## src/rtl/keccak_block_loader.sv

```systemverilog
// Packs 64-bit host words into a 64*LANES-bit Keccak rate block and applies pad10*1 with DSBYTE.
// Optional feature macro KECCAK_LOADER_BLKCNT_EN adds blk_cnt, a per-message acknowledged-block count.
module keccak_block_loader #(
  parameter int unsigned LANES  = 17,
  parameter logic [7:0]  DSBYTE = 8'h06
) (
  input  logic                  clk,
  input  logic                  rst_n,
  input  logic                  in_valid,
  output logic                  in_ready,
  input  logic [63:0]           in_data,
  input  logic                  in_last,
  input  logic [3:0]            in_bytes,
  input  logic                  blk_ack,
  output logic                  buff_full,
  output logic                  first,
  output logic                  last,
  output logic [64*LANES-1:0]   block,
`ifdef KECCAK_LOADER_BLKCNT_EN
  output logic [15:0]           blk_cnt,
`endif
  output logic                  msg_done
);

  localparam logic [1:0] S_IDLE   = 2'd0;
  localparam logic [1:0] S_FILL   = 2'd1;
  localparam logic [1:0] S_PADBLK = 2'd2;
  localparam logic [1:0] S_FULL   = 2'd3;

  localparam int unsigned    LW       = (LANES > 1) ? $clog2(LANES) : 1;
  localparam logic [LW-1:0]  LANE_MAX = LW'(LANES - 1);

  logic [1:0]    state_q, state_d;
  logic [LW-1:0] lane_cnt_q, lane_cnt_d;
  logic [63:0]   lanes_q [LANES];
  logic [63:0]   lanes_d [LANES];
  logic          last_q, last_d;
  logic          pad_pend_q, pad_pend_d;
  logic          first_pend_q, first_pend_d;
  logic          msg_done_q, msg_done_d;

  logic          xfer;
  logic [3:0]    n_eff;
  logic [LW-1:0] lane_nxt;
  logic          fin_no_room;

  assign in_ready    = (state_q == S_FILL);
  assign xfer        = in_valid & in_ready;
  assign n_eff       = (in_bytes > 4'd8) ? 4'd8 : in_bytes;
  assign lane_nxt    = lane_cnt_q + 1'b1;
  // A full final word landing in the top lane leaves no byte for padding: a whole pad block follows.
  assign fin_no_room = (n_eff == 4'd8) && (lane_cnt_q == LANE_MAX);

  // Final-word lane: keep the n valid bytes, place the domain byte right after them.
  function automatic logic [63:0] tail_lane(input logic [63:0] d, input logic [3:0] n);
    logic [63:0] r;
    r = '0;
    for (int b = 0; b < 8; b++) begin
      if (4'(b) < n) begin
        r[8*b +: 8] = d[8*b +: 8];
      end else if (4'(b) == n) begin
        r[8*b +: 8] = DSBYTE;
      end
    end
    return r;
  endfunction

  always_comb begin
    // NOTE: every variable gets a default before the case so no path leaves it unassigned (no latches).
    state_d      = state_q;
    lane_cnt_d   = lane_cnt_q;
    lanes_d      = lanes_q;
    last_d       = last_q;
    pad_pend_d   = pad_pend_q;
    first_pend_d = first_pend_q;
    msg_done_d   = 1'b0;

    case (state_q)
      S_IDLE: begin
        state_d = S_FILL;
      end

      S_FILL: begin
        if (xfer) begin
          if (!in_last) begin
            for (int i = 0; i < int'(LANES); i++) begin
              if (LW'(i) == lane_cnt_q) lanes_d[i] = in_data;
            end
            if (lane_cnt_q == LANE_MAX) begin
              state_d    = S_FULL;
              lane_cnt_d = '0;
              last_d     = 1'b0;
              pad_pend_d = 1'b0;
            end else begin
              lane_cnt_d = lane_nxt;
            end
          end else begin
            for (int i = 0; i < int'(LANES); i++) begin
              if (LW'(i) == lane_cnt_q) begin
                lanes_d[i] = tail_lane(in_data, n_eff);
              end else if (LW'(i) > lane_cnt_q) begin
                lanes_d[i] = ((n_eff == 4'd8) && (LW'(i) == lane_nxt)) ? {56'd0, DSBYTE} : 64'd0;
              end
            end
            if (!fin_no_room) begin
              lanes_d[LANES-1][63:56] = lanes_d[LANES-1][63:56] ^ 8'h80;
            end
            state_d    = S_FULL;
            lane_cnt_d = '0;
            last_d     = !fin_no_room;
            pad_pend_d = fin_no_room;
          end
        end
      end

      S_PADBLK: begin
        for (int i = 0; i < int'(LANES); i++) lanes_d[i] = 64'd0;
        lanes_d[0][7:0]         = DSBYTE;
        lanes_d[LANES-1][63:56] = lanes_d[LANES-1][63:56] ^ 8'h80;
        state_d    = S_FULL;
        last_d     = 1'b1;
        pad_pend_d = 1'b0;
      end

      S_FULL: begin
        if (blk_ack) begin
          if (pad_pend_q) begin
            state_d      = S_PADBLK;
            first_pend_d = 1'b0;
          end else if (last_q) begin
            state_d      = S_IDLE;
            msg_done_d   = 1'b1;
            first_pend_d = 1'b1;
          end else begin
            state_d      = S_FILL;
            first_pend_d = 1'b0;
          end
        end
      end

      default: state_d = S_IDLE;
    endcase
  end

  always_ff @(posedge clk or negedge rst_n) begin
    if (!rst_n) begin
      state_q      <= S_IDLE;
      lane_cnt_q   <= '0;
      last_q       <= 1'b0;
      pad_pend_q   <= 1'b0;
      first_pend_q <= 1'b1;
      msg_done_q   <= 1'b0;
      // NOTE: the lane array is reset because it drives the block output, which must read zero after reset.
      for (int i = 0; i < int'(LANES); i++) lanes_q[i] <= 64'd0;
    end else begin
      // NOTE: non-blocking assignments so every register samples pre-edge values.
      state_q      <= state_d;
      lane_cnt_q   <= lane_cnt_d;
      last_q       <= last_d;
      pad_pend_q   <= pad_pend_d;
      first_pend_q <= first_pend_d;
      msg_done_q   <= msg_done_d;
      lanes_q      <= lanes_d;
    end
  end

  assign buff_full = (state_q == S_FULL);
  assign first     = first_pend_q & buff_full;
  assign last      = last_q & buff_full;
  assign msg_done  = msg_done_q;

  for (genvar g = 0; g < int'(LANES); g++) begin : g_block
    assign block[64*g +: 64] = lanes_q[g];
  end

`ifdef KECCAK_LOADER_BLKCNT_EN
  logic [15:0] blk_cnt_q;

  // Cleared the cycle after msg_done; saturating so a runaway message cannot wrap the count.
  always_ff @(posedge clk or negedge rst_n) begin
    if (!rst_n) begin
      blk_cnt_q <= 16'd0;
    end else if (msg_done_q) begin
      blk_cnt_q <= 16'd0;
    end else if ((state_q == S_FULL) && blk_ack && (blk_cnt_q != 16'hFFFF)) begin
      blk_cnt_q <= blk_cnt_q + 16'd1;
    end
  end

  assign blk_cnt = blk_cnt_q;
`endif

endmodule

```

## config.mk

```make
export PLATFORM = sky130hd
export DESIGN_NAME = keccak_block_loader
export DESIGN_NICKNAME = d
export VERILOG_FILES = /design/src/rtl/keccak_block_loader.sv
export SDC_FILE = /design/constraint.sdc
export NUM_CORES = 2
export LEC_CHECK = 0
export ABC_AREA = 1
export BUFFER_PORTS_ARGS = -buffer_cell sky130_fd_sc_hd__buf_2
export CAP_MARGIN = 20
export CORE_AREA = 2 2 448 450
export CTS_BUF_LIST = sky130_fd_sc_hd__clkbuf_4 sky130_fd_sc_hd__clkbuf_8
export DETAILED_ROUTE_END_ITERATION = 16
export DIE_AREA = 0 0 450 452
export GPL_TIMING_DRIVEN = 0
export PLACE_DENSITY = 0.54
export SLEW_MARGIN = 20
export SYNTH_ARGS = -nofsm -noshare
export SYNTH_HDL_FRONTEND = slang
export SYNTH_SLANG_ARGS = --single-unit
```

## constraint.sdc

```tcl
create_clock -name clk -period 3.1 [get_ports clk]
set_input_delay 0.465 -clock clk [delete_from_list [all_inputs] [get_ports clk]]
set_output_delay 0.465 -clock clk [all_outputs]
set_load 0.02 [all_outputs]
```

# Word-level counts from Yosys, hierarchy flattened
# Cells that the tools add are included.
[op_classes] n_addsub=1 n_lt_le_gt_ge=26 eq_ne=81 n_mux=112 n_bitwise=4 n_reduce_logical=46
[op_table] cell="$mux W64" n=54
[op_table] cell="$mux W1088" n=2
[op_table] cell="$pmux W1088 S2" n=1
[op_table] cell="$ne A3 B1 Y1 const B" n=35
[op_table] cell="$eq A4 B5 Y1 const A" n=16
[op_table] cell="$mux W3" n=25
[op_table] cell="$mux W8" n=9
[op_table] cell="$reduce_and A4 Y1" n=17
[op_table] cell="$eq A3 B5 Y1 const A" n=8
[op_table] cell="$gt A4 B5 Y1 const A" n=8
[op_table] cell="$eq A2 B5 Y1 const A" n=4
[op_table] cell="$gt A3 B5 Y1 const A" n=4
[op_table] cell="$logic_and A1 B1 Y1" n=18
[op_table] cell="$eq A3 B4 Y1 const A" n=4
[op_table] cell="$lt A3 B4 Y1 const A" n=4
[op_table] cell="$eq A1 B5 Y1 const A" n=2
[op_table] cell="$eq A5 B5 Y1 const A" n=2
[op_table] cell="$gt A1 B5 Y1 const A" n=2
[op_table] cell="$gt A2 B5 Y1 const A" n=2
[op_table] cell="$logic_not A5 Y1" n=2
[op_table] cell="$mux W1" n=10
[op_table] cell="$mux W2" n=5
[op_table] cell="$mux W5" n=2
[op_table] cell="$reduce_and A3 Y1" n=3
[op_table] cell="other kinds (23)" n=31
[totals] register_bits=1099 input_bits=73 output_inout_bits=1093 word_cells=294

# Depth between registers and ports, before layout
[logic_depth] ltp_word=15 depth_mapped=14 ltp_nobuf=13

# Worst setup path after synthesis
# Ideal clock, no wire load.
[synth_timing] path_type="reg2reg" startpoint="reg state_q[1]" endpoint="reg lanes_q (netlist bit block[113])" arrival_time_ps=1952 required_ps=2982 setup_slack_ps=1030 path_stages_with_launch=12 n_path_buf=2 cell_sequence="dfrtp_1 inv_1 ha_1 nand2_1 inv_1 o21ai_0 o21ai_1 inv_2 buf_2 clkbuf_1 nand2_1 nand2_1"
[synth_via] elab_chain_cells=4 elab_cells_between_ends=9 classes_between="5 x eq/ne; 1 x mux; 1 x bitwise; 2 x reduce/logical"
[synth_lines] element="from (decl)" line="33" source="logic [1:0] state_q, state_d;"
[synth_lines] element="from (signal assigned)" line="157" source="state_q <= state_d;"
[synth_lines] element="$eq A2 B1 Y1 *" line="47" source="assign in_ready = (state_q == S_FILL);"
[synth_lines] element="via in_ready" line="10" source="output logic in_ready,"
[synth_lines] element="$and A1 B1 Y1" line="48" source="assign xfer = in_valid & in_ready;"
[synth_lines] element="$ne A2 B1 Y1 (no source line)"
[synth_lines] element="$reduce_and A4 Y1 (no source line)"
[synth_lines] element="to (signal assigned)" line="163" source="lanes_q <= lanes_d;"
[synth_lines] element="to (decl)" line="35" source="logic [63:0] lanes_q [LANES];"
# The timed path passes the listed nets; every way through them passes the cells marked *.
# A chain may end at the register's enable or synchronous reset.

# Worst setup path after layout
[layout_timing] startpoint="reg state_q[0]" endpoint="reg lanes_q (netlist bit block[298])"
[layout_via] elab_chain_cells=4 elab_cells_between_ends=9 classes_between="5 x eq/ne; 1 x mux; 1 x bitwise; 2 x reduce/logical"
[layout_lines] element="$eq A2 B1 Y1" line="47, 78"
[layout_lines] element="$and A1 B1 Y1" line="48"
[layout_lines] element="$ne A2 B1 Y1 (no source line)"
[layout_lines] element="$reduce_and A4 Y1 (no source line)"
# Several ways; a longest one is shown, not always the timed one.

==> metrics.md <==
| Metric | Value |
|---|---|
| Synthesized area per cell | `8.04 um^2` |
| Clock Sinks | `between 1000 and 1500` |
| Most frequent cells in the layout | `nand2_1 (2140), buf_2 (1318), dfrtp_1 (1098)` |
| Pre-CTS WS | `-1280 ps` |
| Unrepaired setup endpoints after global routing | `true` |
| R2r setup slk | `-90 ps` |
| First-pass GRT wire length | `approximately 510000 um` |
| HP Class | `input pin to async pin` |
| GR Overflow Total | `0` |
| CTS tree | `built` |
| Fin. Hold Viols | `0` |
| Worst r2r src | `state_q[0]$_DFFE_PN0P_` |
| Port Buffers | `around 1200` |
| Leak Pwr | `between 30 and 40 nW` |
| Syn Nets | `~6500` |
| Reg-to-reg critical path endpoint | `block[298]$_DFFE_PN0P_` |
| Antenna viol nets, final | `0` |
| Worst Setup End Kind | `flip-flop` |
| Max Cap Violations | `0` |
| Clk pwr share | `19.2%` |
| Fill cells | `21500` |
| H-tree depth | `4` |
| Switching Share | `a little over half` |
| Max Buffers Root-to-Sink | `3` |
| Final core utilization | `33.8%` |
| Max Clock Skew | `65.7 ps` |
| Combinational Power Share | `around half` |
| Arr. time, crit path | `4160 ps` |
| Reg power frac | `30.2%` |
| Clock slew at reported path FFs | `about 60 ps` |
| Most common cell after layout, fill and taps aside | `nand2_1` |
| Final setup viols | `9` |
| Worst setup path start | `state_q[0]$_DFFE_PN0P_` |
| Power per standard cell area | `~1300 nW/um^2` |
| Synthesized cell area | `51600 um^2` |
| Yosys warnings | `0` |
| Critical Path Sink | `block[298]$_DFFE_PN0P_` |
| Cell count after synthesis | `6412` |
| Vias per cell | `5.52` |
| Sequential Area | `~28000 um^2` |
| Area grow syn2layout | `30.2%` |
| Failing checks | `setup timing` |
| Seq/Total Area, Yosys | `53.3%` |
| Share of layout cells above drive strength 1 | `between 20% and 30%` |
| Final WS setup | `-92.0 ps` |
| Yosys reg bits | `1099` |
| Status | `finished, violations left` |
| Area taken by multi-input logic gates | `roughly 21000 um^2` |
| Clk Latency, worst-skew pair | `1060 ps` |
| DP Wirelength | `303000 um` |
| GP Congestion | `0.971` |
| Number of global-route vias before repair | `about 56000` |
| Netlist cell types | `36` |
| Total wire length | `389000 um` |
| Max Clk Rate | `0.313 GHz` |
| R2R depth | `8` |
| Pre-antenna DRT Iters | `8` |
| Root buf cell | `clkbuf_8` |
| Total die area | `approximately 200000 um^2` |
| Overall global routing resource usage | `a little under two fifths` |
| Tightest Pin Transition | `1300 ps` |
| Number of enable flip-flop cells after synthesis | `0` |
| Die X | `between 400 and 500 um` |
| Asr flop ratio synth | `between 90% and 100%` |
| Initial drt markers | `7945` |
| Final period util | `103%` |
| WL/cell | `36.3 um` |
| Core area | `199000 um^2` |
| Pint | `~40 mW` |
| Die height | `452 um` |
| Crit Path Max Fanout | `10` |
| Largest net degree at the start of global routing | `132` |
| Startpoint types | `flip-flop` |
| Critical path type | `flip-flop to flip-flop` |
| Slew Viols, Final | `0` |
| Synth Flop Type | `dfrtp_1` |
| Fin crit period | `3190 ps` |
| Num rows | `~160` |
| Ports | `1166` |
| Via count | `between 50000 and 60000` |
| Peak supply drop | `0.661 mV` |
| Rel. slew slack | `13.4%` |
| Final nets | `7947` |
| Starting density of the core | `between 20% and 30%` |
| CTS buffer count | `204` |
| Initial antenna violation count | `58` |
| Net Sw Power | `46.2 mW` |
| WP data required | `4070 ps` |
| DRC Markers | `0` |
layout make-up:
class                           instances  share of cell area, %
Inverter                              166                  0.952
Tap cell                             2656                   4.95
Buffer                                594                   4.20
Antenna cell                           32                  0.119
Clock inverter                         49                  0.883
Sequential cell                      1099                   41.0
Timing Repair Buffer                 1248                   10.3
Multi-Input combinational cell       4552                   31.6
Clock buffer                          323                   6.13
routing by layer:
layer	vias up	part of all wire [%]	global-route usage [%]
met4	22	9.0	27.3
li1	24300	-	-
met1	29400	36	43.2
met3	1064	9.5	9.36
met5	-	0.033	0
met2	4360	45	58.4
flip-flops by register name, indices dropped and copies added, names as in the netlist:
| name | cells |
|---|---|
| block | 1088 |
| lane_cnt_q | 5 |
| last_q | 1 |
| pad_pend_q | 1 |
| first_pend_q | 1 |
| state_q | 2 |
| msg_done | 1 |
power groups by stage:
stage	clock (mW)	sequential (mW)	combinational, mW
5_1_grt	17.3	26.3	45.6
2_1_floorplan	0	30.9	14.5
3_5_place_dp	0	25.9	42.3
4_1_cts	16.7	25.8	43.0
3_3_place_gp	0	26.0	41.9
6_report	16.6	26.1	43.8
repair_timing:
item	in CTS	in global routing
endpoints found under the hold margin	586	0
pin swaps	4	5
resized for setup	118	94
setup buffers	6	5
setup endpoints to repair	839	291
hold buffers	51	0
metrics by stage:
stage	area, um^2	std cells	hold WS, ps	setup TNS, ps	power, mW
after floorplan	51600	6412	169	0	45.3
after global placement	60700	10200	462	-	67.8
after detailed placement	61200	10300	392	-297510	68.3
after CTS	66900	10700	2.49	0	85.4
after global routing	67100	10700	56.7	-171	89.1
final	67100	10700	69.7	-279	86.5
critical path, stage by stage, from the launching register on:
cell and delay, ps:
dfrtp_1 400, inv_1 90, ha_1 270, buf_4 270, buf_4 320, nor2_2 780, buf_2 590, nand3_1 280
nand2_1 110
how the worst min path moves through the flow:
stage | start | to | slack (ps)
3_3_place_gp | block[537]$_DFFE_PN0P_ | block[537]$_DFFE_PN0P_ | 460
3_5_place_dp | rst_n | block[201]$_DFFE_PN0P_ | 390
6_report | rst_n | block[201]$_DFFE_PN0P_ | 70
5_1_grt | rst_n | block[201]$_DFFE_PN0P_ | 60
4_1_cts | in_data[16] | block[400]$_DFFE_PN0P_ | 2
2_1_floorplan | rst_n | block[0]$_DFFE_PN0P_ | 170
cell usage after synthesis (2+ instances only):
cell type,number,area [um^2]
a21oi_1,364,1820
a22o_1,2,17.5
buf_1,25,93.8
buf_2,175,876
buf_4,29,218
buf_6,7,78.8
clkbuf_1,357,1340
clkbuf_2,2,10.0
clkinv_1,5,18.8
dfrtp_1,1098,27500
ha_1,9,113
inv_1,138,518
inv_2,21,78.8
inv_4,2,12.5
nand2_1,2147,8060
nand2_2,13,81.3
nand3_1,467,2340
nand3_2,8,80.1
nand4_1,4,25.0
nor2_1,161,604
nor2_2,8,50.1
nor2_4,6,67.6
nor3_1,3,15.0
o21ai_0,973,4870
o21ai_1,89,445
o21ai_2,3,26.3
o21bai_1,12,90.1
o22ai_1,4,25.0
o31ai_1,271,2030
or2_2,3,18.8
cell families after synthesis:
group                    Yosys count  synth area share [%]
AO/OA/AOI/OAI                   1721                  18.1
buffers and inverters            761                  6.29
flip-flops                      1099                  53.3
AND/OR/NAND/NOR                 2822                  22.0
adder cells (fa/ha/maj)            9                 0.218
(Power assumes the default switching activity.)
